===== config.mk =====
export PLATFORM = sky130hd
export DESIGN_NAME = clk_div_ctrl
export DESIGN_NICKNAME = d
export VERILOG_FILES = /design/src/rtl/clk_div_pkg.sv /design/src/rtl/clk_div_counter.sv /design/src/rtl/clk_div_ctrl.sv
export SDC_FILE = /design/constraint.sdc
export NUM_CORES = 1
export LEC_CHECK = 0
export ABC_AREA = 1
export ABC_CLOCK_PERIOD_IN_PS = 3410
export BUFFER_PORTS_ARGS = -buffer_cell sky130_fd_sc_hd__buf_2
export CAP_MARGIN = 30
export CORE_AREA = 2 2 107 83
export CTS_CLUSTER_DIAMETER = 200
export CTS_CLUSTER_SIZE = 10
export DETAILED_ROUTE_END_ITERATION = 12
export DIE_AREA = 0 0 109 85
export PLACE_DENSITY = 0.43
export SLEW_MARGIN = 5
export SYNTH_ARGS = -nofsm -noshare
export SYNTH_HDL_FRONTEND = slang
export SYNTH_SLANG_ARGS = --single-unit

===== constraint.sdc =====
create_clock -name clk -period 3.41 [get_ports clk]
set_clock_uncertainty 0.15 [all_clocks]
set_input_delay 0.1705 -clock clk [delete_from_list [all_inputs] [get_ports clk]]
set_output_delay 0.1705 -clock clk [all_outputs]
set_load 0.02 [all_outputs]

===== src/rtl/clk_div_pkg.sv =====
// Shared types and helpers for the run-time clock-divider controller.
// Holds the FSM state encoding and the legal-ratio check.
package clk_div_pkg;

   typedef enum logic [1:0] {
      STOP = 2'd0,
      RUN  = 2'd1,
      PEND = 2'd2
   } state_t;

   localparam int unsigned MIN_DIV = 2;

   function automatic logic legal_div(input int unsigned n);
      return (n >= MIN_DIV);
   endfunction

endpackage


===== src/rtl/clk_div_counter.sv =====
// Period counter for the clock divider: steps cnt, flags the wrap cycle and
// registers the clk_en strobe and div_clk wave from the next-cycle count.
module clk_div_counter
   import clk_div_pkg::*;
#(
   parameter int CNT_W = 8
) (
   input  logic             clk,
   input  logic             rst_n,
   input  logic             active_i,
   input  logic             active_next_i,
   input  logic [CNT_W-1:0] div_i,
   input  logic [CNT_W-1:0] div_next_i,
   output logic [CNT_W-1:0] cnt_o,
   output logic             wrap_o,
   output logic             clk_en_o,
   output logic             div_clk_o
);

   logic [CNT_W-1:0] cnt_q, cnt_d;
   logic             clk_en_q, div_clk_q;
   logic [CNT_W-1:0] last_next;
   logic [CNT_W-1:0] half_next;

   assign wrap_o    = (cnt_q == (div_i - 1'b1));
   assign last_next = div_next_i - 1'b1;
   assign half_next = div_next_i >> 1;

   // A period restarts at 0 on wrap, on leaving STOP, and whenever we stop.
   always_comb begin
      cnt_d = '0;
      if (active_i && active_next_i && !wrap_o) begin
         cnt_d = cnt_q + 1'b1;
      end
   end

   // Outputs are decoded from the values the registers take this edge,
   // so they line up with cnt in the same cycle.
   always_ff @(posedge clk) begin
      if (!rst_n) begin
         cnt_q     <= '0;
         clk_en_q  <= 1'b0;
         div_clk_q <= 1'b0;
      end else begin
         cnt_q     <= cnt_d;
         clk_en_q  <= active_next_i && (cnt_d == last_next);
         div_clk_q <= active_next_i && (cnt_d < half_next);
      end
   end

   assign cnt_o     = cnt_q;
   assign clk_en_o  = clk_en_q;
   assign div_clk_o = div_clk_q;

endmodule


===== src/rtl/clk_div_ctrl.sv =====
// Run-time controller for the fabric clock divider: ratio handshake, FSM
// that defers new ratios to a period boundary, and the counter instance.
module clk_div_ctrl
   import clk_div_pkg::*;
#(
   parameter int CNT_W       = 8,
   parameter int DEFAULT_DIV = 2
) (
   input  logic             clk,
   input  logic             rst_n,
   input  logic             en,
   input  logic             cfg_valid,
   input  logic [CNT_W-1:0] cfg_div,
   output logic             cfg_ready,
   output logic             cfg_err,
   output logic             busy,
   output logic             clk_en,
   output logic             div_clk
);

   localparam logic [CNT_W-1:0] DEF_DIV = CNT_W'(DEFAULT_DIV);

   state_t           state_q, state_d;
   logic [CNT_W-1:0] cur_div_q, cur_div_d;
   logic [CNT_W-1:0] pend_div_q, pend_div_d;
   logic             cfg_err_q, cfg_err_d;
   logic             accept, legal, load, wrap;
   logic [CNT_W-1:0] cnt;

   assign cfg_ready = (state_q != PEND);
   assign busy      = (state_q == PEND);
   assign cfg_err   = cfg_err_q;
   assign accept    = cfg_valid && cfg_ready;
   assign legal     = legal_div(32'(cfg_div));
   assign load      = accept && legal;

   always_ff @(posedge clk) begin
      if (!rst_n) begin
         state_q    <= STOP;
         cur_div_q  <= DEF_DIV;
         pend_div_q <= DEF_DIV;
         cfg_err_q  <= 1'b0;
      end else begin
         state_q    <= state_d;
         cur_div_q  <= cur_div_d;
         pend_div_q <= pend_div_d;
         cfg_err_q  <= cfg_err_d;
      end
   end

   always_comb begin
      state_d    = state_q;
      cur_div_d  = cur_div_q;
      pend_div_d = pend_div_q;
      cfg_err_d  = accept && !legal;
      unique case (state_q)
         STOP: begin
            if (load) cur_div_d = cfg_div;
            if (en) state_d = RUN;
         end
         RUN: begin
            // Stopping lets a new ratio bypass the boundary wait entirely.
            if (!en) begin
               state_d = STOP;
               if (load) cur_div_d = cfg_div;
            end else if (load) begin
               pend_div_d = cfg_div;
               state_d    = PEND;
            end
         end
         PEND: begin
            if (!en) begin
               state_d   = STOP;
               cur_div_d = pend_div_q;
            end else if (wrap) begin
               state_d   = RUN;
               cur_div_d = pend_div_q;
            end
         end
         default: state_d = STOP;
      endcase
   end

   clk_div_counter #(
      .CNT_W(CNT_W)
   ) u_counter (
      .clk          (clk),
      .rst_n        (rst_n),
      .active_i     (state_q != STOP),
      .active_next_i(state_d != STOP),
      .div_i        (cur_div_q),
      .div_next_i   (cur_div_d),
      .cnt_o        (cnt),
      .wrap_o       (wrap),
      .clk_en_o     (clk_en),
      .div_clk_o    (div_clk)
   );

endmodule

==> results of run 1 <==
## metrics by stage
step | utilization, % | hold WS, ps | instances
global route | 32.25 | 28.56 | 513
finish | 32.25 | 28.46 | 513
CTS | 32.25 | 17.55 | 513
detailed placement | 30.90 | 276.1 | 504
floorplan | - | 161.4 | 383
global placement | 30.90 | 273.1 | 504
## power by group through the flow
stage / Combinational, mW / Sequential (mW) / Clock (mW)
after floorplan: 0.201 / 0.372 / 0
after global placement: 0.273 / 0.377 / 0
after detailed placement: 0.270 / 0.376 / 0
after CTS: 0.272 / 0.369 / 0.348
after global routing: 0.311 / 0.371 / 0.358
final: 0.272 / 0.368 / 0.341
## metal layers
metal | global-route usage [%] | part of all wire, %
met1 | 27.18 | 57
met2 | 22.64 | 38
met3 | 2.765 | 3.7
met4 | 4.196 | 0.93
met5 | 0 | 0
## final cells by class
type	count	area (µm²)	share of cell area [%]
Inverter	63	239.0	8.997
Timing Repair Buffer	22	127.6	4.805
Clock buffer	7	96.34	3.627
Multi-Input combinational cell	283	1473	55.44
Clock inverter	1	5.005	0.1884
Tap cell	108	135.1	5.087
Sequential cell	29	580.6	21.86
## worst min path at each step
| stage | start | to | slack [ps] | cells after the start |
|---|---|---|---|---|
| 2_1_floorplan | cfg_valid | cfg_err$_SDFF_PN0_ | 160 | 2 |
| 3_3_place_gp | cfg_valid | cfg_err$_SDFF_PN0_ | 270 | 3 |
| 3_5_place_dp | cfg_valid | cfg_err$_SDFF_PN0_ | 280 | 3 |
| 4_1_cts | cfg_div[7] | pend_div_q[7]$_SDFFE_PN0P_ | 20 | 3 |
| 5_1_grt | rst_n | cur_div_q[1]$_SDFF_PN1_ | 30 | 2 |
| 6_report | cfg_div[7] | pend_div_q[7]$_SDFFE_PN0P_ | 30 | 3 |
## worst max-delay path, delay by kind of cell (launching register included)
family	cells	cell delay [ps]
buf+inv	1	90
flops	1	390
compound gates	1	160
simple gates	15	1550
fa+ha+maj	2	540
## state kept, by name, indices dropped and copies added, names as in the netlist
signal and cells:
cur_div_q 8, pend_div_q 8, u_counter.cnt_o 8, state_q 2, cfg_err 1, u_counter.clk_en_o 1
u_counter.div_clk_o 1
## placed cells by master (no fill, tap or decap), types with 7 or more instances in the layout
cell type / count
buf_2: 16
nand2_1: 99
o21ai_0: 11
nor2_1: 52
clkbuf_8: 7
inv_1: 54
nand3_1: 38
ha_1: 8
dfxtp_1: 29
a21oi_1: 8
inv_2: 8
## logic make-up (layout without fill, tap and decap cells)
| family | Yosys count | after routing | synth area share [%] |
|---|---|---|---|
| DFF | 29 | 29 | 24.88 |
| AOI/OAI and AO/OA | 40 | 40 | 10.46 |
| xor gates and xnor gates | 8 | 8 | 3.592 |
| buffers and inverters | 71 | 93 | 12.01 |
| and+or+nand+nor | 227 | 227 | 44.77 |
| adders and majority gates | 8 | 8 | 4.290 |
==> flow_metrics.py, run 1 <==
metrics = {
    "sta": {
        "timing.final.max_slew_violations": 0,
        "achievable-frequency_mhz": 332.5,
        "finalWorstSetupSlack_ps": 402.2,
        "slew-limit-headroom_pct": 48.35,
        "timing_worst_slew_pin_value_ps": 773.9,
        "final.setup.tns_ps": 0,
        "finalCriticalPeriod_ps": 3008,
        "grt_setup_unrepaired": "false",
        "layout_worst_path_cycle_share_pct": 88.20,
        "finalHoldViolCount": 0,
        "endpoints_failing_setup": 0,
    },
    "die": {
        "chipWidth_um": 109,
        "rows": 29,
        "dieHeight_um": 85,
        "floorplan.die_area_mm2": 0.009265,
        "floorplan.initialDensity_pct": 28.33,
        "core-area_mm2": 0.008237,
        "ioPinCount": 17,
    },
    "yosys": {
        "synth_cell_type_count": 36,
        "synth-edff-count": 0,
        "synthTopCellsByArea": "dfxtp_1, nand2_1, inv_1",
        "synth_area_mm2": 0.002333,
        "yosysTopAreaCellShare_pct": 24.88,
        "post_synth.cell_area_avg_um2": 6.093,
        "ys_dominant_reg_cell": "dfxtp_1",
        "postSynth.asyncResetShare_pct": 0,
        "synth.ff_latch_count": 29,
        "synth.most_common_cell": "nand2_1",
        "synthesis.nets": 403,
        "synthTopCellsByCount": "nand2_1, inv_1, nor2_1, nand3_1, dfxtp_1",
        "postSynthCellCount": 383,
        "netlist.top_cell.by_area": "dfxtp_1",
        "synth.yosys.warnings": 0,
        "synth.yosys.seq_area_share_pct": 24.88,
    },
    "critical_path": {
        "crit_path_start_kind": "register",
        "regToRegStartpoint": "cur_div_q[0]$_SDFF_PN0_",
        "critical_path.cell_chain": "inv_2, ha_1, or2_1, nand3b_1, nand3_1, nor2_2, nand2_4, nand3_1, nand2_1, o21ai_2, nand2_2, ha_1, or2_2, nand4_1, nor2_1, nand3_1, nor2_1, nand3_1, nor2_1",
        "r2r.worst_path.cells": 19,
        "worst_setup_path_end_kind": "register",
        "worstPathArrival_ps": 3040,
        "critical_path.max_fanout": 12,
        "reg2reg_slack_ps": 400,
        "critPathKind": "reg -> reg",
        "critical-path-top-cell-by-count": "nand3_1",
        "worst_setup_path_startpoint": "cur_div_q[0]$_SDFF_PN0_",
        "crit_path_max_incr_delay_ps": 390,
        "timing.critical_path.to": "u_counter.clk_en_o$_SDFF_PN0_",
        "worst_r2r_endpoint": "u_counter.clk_en_o$_SDFF_PN0_",
        "cpMaxStageDelayCell": "dfxtp_1",
        "critical_path_required_time_ps": 3440,
    },
    "global_route": {
        "grt_max_degree": 22,
        "total_routing_usage_reported_by_global_routing_pct": 16.87,
        "grt_pass1_vias": 2169,
        "grt_pass1_wl_um": 11720,
        "globalRouteOverflowTotal": 0,
        "antenna_found_initial": 0,
    },
    "power": {
        "combinationalPowerShare_pct": 27.7,
        "power_frac_seq_pct": 37.6,
        "vdd.ir_drop.worst_v": 0.0001618,
        "net_switching_mw": 0.3493,
        "power_leakage_nw": 1.337,
        "power_per_cell_area_mw_per_mm2": 369.2,
        "fin_total_pwr_mw": 0.9808,
        "switching_share_pct": 35.61,
        "power.clock.fraction_pct": 34.8,
        "p_int_mw": 0.6315,
    },
    "clock_tree": {
        "insertion_delay_ps": 290,
        "ctsRootBufferMaster": "clkbuf_8",
        "clockBufferDepth": 2,
        "ctsHoldBuffers": 1,
        "clkSlewWorstSetupHoldPaths_ps": 70,
        "cts_repair_resize_count": 0,
        "tritoncts": "yes",
        "count_of_buffers_added_by_post_cts_timing_repair_for_setup": 0,
        "numCtsBuffers": 5,
        "cts.sinks": 29,
        "htree_num_levels": 2,
    },
    "drt": {
        "drt_first_pass_iters": 4,
        "vias": 2337,
        "drc": 0,
        "wl_per_cell_um": 13.86,
        "drt.antenna.violating_nets": 0,
        "route.final.wire_length_um": 7109,
        "detailedRoute.firstIterationViolations": 213,
        "viasPerCell": 4.556,
    },
    "final_layout": {
        "fillerInstances": 907,
        "final_layout_size_suffix_gt1_share_pct": 15.31,
        "area_growth_syn_to_layout_pct": 13.83,
        "nets": 424,
        "final_instance_area_mm2": 0.002656,
        "antenna_cells_inserted": 0,
    },
    "placed_design": {
        "pre_cts_ws_ps": 423.2,
        "port-buffer-count": 16,
        "detailed_place.area_mm2": 0.002545,
        "hpwlAfterDp_um": 5734,
        "finalWeightedCongestion": 0.8829,
    },
    "run": {
        "drv.max_cap_violation_count": 0,
    },
    "run_status": {
        "outcome": "completed",
    },
    "worst_hold_path": {
        "holdCritPathClass": "in -> reg",
    },
}
(Power assumes the default switching activity.)
==> inputs of run 2 (changes only) <==
--- a/config.mk
+++ b/config.mk
@@ -10,6 +10,7 @@
 export BUFFER_PORTS_ARGS = -buffer_cell sky130_fd_sc_hd__buf_2
 export CAP_MARGIN = 30
 export CORE_AREA = 2 2 107 83
+export CTS_BUF_LIST = sky130_fd_sc_hd__clkbuf_16
 export CTS_CLUSTER_DIAMETER = 200
 export CTS_CLUSTER_SIZE = 10
 export DETAILED_ROUTE_END_ITERATION = 12
==> flow_metrics.py, run 2 (synthesis gave the netlist of run 1 again) <==
metrics = {
    "global_route": {
        "total_routing_usage_reported_by_global_routing_pct": 16.87,
        "grt_pass1_vias": 2187,
        "antenna_found_initial": 0,
        "globalRouteOverflowTotal": 0,
        "grt_max_degree": 22,
        "grt_pass1_wl_um": 11800,
    },
    "critical_path": {
        "critPathKind": "reg -> reg",
        "crit_path_start_kind": "register",
        "worst_setup_path_startpoint": "cur_div_q[0]$_SDFF_PN0_",
        "reg2reg_slack_ps": 400,
        "worst_setup_path_end_kind": "register",
        "critical_path.max_fanout": 12,
        "critical_path_required_time_ps": 3430,
        "regToRegStartpoint": "cur_div_q[0]$_SDFF_PN0_",
        "worstPathArrival_ps": 3040,
    },
    "final_layout": {
        "commonest_cells_after_routing_fill_and_taps_aside": "nand2_1, inv_1, nor2_1, nand3_1, dfxtp_1",
        "multiInputGateArea_mm2": 0.001473,
        "fillerInstances": 901,
        "layout.cells.most_common": "nand2_1",
        "final_layout_size_suffix_gt1_share_pct": 14.81,
        "nets": 424,
        "area_growth_syn_to_layout_pct": 15.39,
        "ff_latch_area_um2": 580.6,
        "number_of_non_filler_instances_in_the_completed_layout": 513,
        "final_util_pct": 32.69,
        "antenna_cells_inserted": 0,
    },
    "clock_tree": {
        "clkSlewWorstSetupHoldPaths_ps": 50,
        "count_of_buffers_added_by_post_cts_timing_repair_for_setup": 0,
        "ctsRootBufferMaster": "clkbuf_16",
        "tritoncts": "yes",
        "clockBufferDepth": 2,
        "insertion_delay_ps": 280,
        "numCtsBuffers": 5,
        "htree_num_levels": 2,
        "cts.sinks": 29,
    },
    "die": {
        "dieHeight_um": 85,
        "chipWidth_um": 109,
        "floorplan.initialDensity_pct": 28.33,
        "rows": 29,
        "core-area_mm2": 0.008237,
        "ioPinCount": 17,
        "floorplan.die_area_mm2": 0.009265,
    },
    "worst_hold_path": {
        "holdCritPathClass": "in -> reg",
        "hold_path_startpoint": "rst_n",
    },
    "power": {
        "fin_total_pwr_mw": 1.079,
        "power_leakage_nw": 1.351,
        "power_per_cell_area_mw_per_mm2": 400.7,
        "vdd.ir_drop.worst_v": 0.0001941,
    },
    "sta": {
        "finalHoldViolCount": 0,
        "layout_worst_path_cycle_share_pct": 88.42,
        "timing_worst_slew_pin_value_ps": 768.8,
        "finalCriticalPeriod_ps": 3015,
        "achievable-frequency_mhz": 331.7,
        "slew-limit-headroom_pct": 48.69,
        "grt_setup_unrepaired": "false",
        "final.setup.tns_ps": 0,
        "timing.final.max_slew_violations": 0,
        "endpoints_failing_setup": 0,
    },
    "drt": {
        "route.final.wire_length_um": 7131,
        "wl_per_cell_um": 13.90,
        "viasPerCell": 4.614,
        "drt.antenna.violating_nets": 0,
        "drc": 0,
        "vias": 2367,
        "detailedRoute.firstIterationViolations": 208,
        "drt_first_pass_iters": 4,
    },
    "placed_design": {
        "dp.cells": 504,
        "finalWeightedCongestion": 0.8829,
        "port-buffer-count": 16,
        "hpwlAfterDp_um": 5734,
    },
    "run": {
        "drv.max_cap_violation_count": 0,
    },
    "run_status": {
        "outcome": "completed",
    },
}
## run 2: cell types whose count changed in the layout (fill, tap and decap cells not counted), sizes merged
cell,previous run,this run
clkbuf,7,5
clkinv,1,3
## run 2: metrics by stage
step | cell area, µm² | setup slack (ps) | hold slack (ps)
after floorplan | 2333 | 571.8 | 161.4
after global placement | 2545 | 503.8 | 273.1
after detailed placement | 2545 | 423.2 | 276.1
after CTS | 2693 | 402.9 | 41.22
after global routing | 2693 | 139.8 | 47.26
final | 2693 | 395.0 | 41.29
## run 2: repair_timing
action / CTS / global route
hold endpoints to repair: 1 / 0
resized for setup: 0 / 0
hold buffers: 1 / 0
## run 2: worst paths after layout
kind,endpoint,cells past startpoint
min reg2reg,pend_div_q[2]$_SDFFE_PN0P_,2
max reg2reg,u_counter.clk_en_o$_SDFF_PN0_,19
max,u_counter.clk_en_o$_SDFF_PN0_,19
min,cur_div_q[1]$_SDFF_PN1_,2
## run 2: routing by layer
metal	GRT usage (%)	wire (µm)	vias to the layer above
li1	-	-	1263
met1	27.04	4154	1066
met2	23.32	2763	36
met3	2.535	170	2
met4	3.497	42	0
met5	0	0	-
## run 2: area by class of cell
cell class	instances	share of cell area (%)
Timing Repair Buffer	22	4.740
Clock inverter	3	0.4647
Clock buffer	5	4.647
Inverter	63	8.875
Sequential cell	29	21.56
Multi-Input combinational cell	283	54.69
Tap cell	108	5.019
## run 2: report_power, final
part	switching, mW	internal [mW]
Sequential	0.0162	0.353
Combinational	0.176	0.0963
Clock	0.173	0.264
Total	0.366	0.713
## run 2: worst max-delay path: stages (launching register included)
cell and delay (ps):
dfxtp_1 390, inv_2 90, ha_1 240, or2_1 230
nand3b_1 80, nand3_1 80, nor2_2 130, nand2_4 130
nand3_1 90, nand2_1 60, o21ai_2 160, nand2_2 120
ha_1 300, or2_2 300, nand4_1 70, nor2_1 50
nand3_1 70, nor2_1 40, nand3_1 60, nor2_1 40
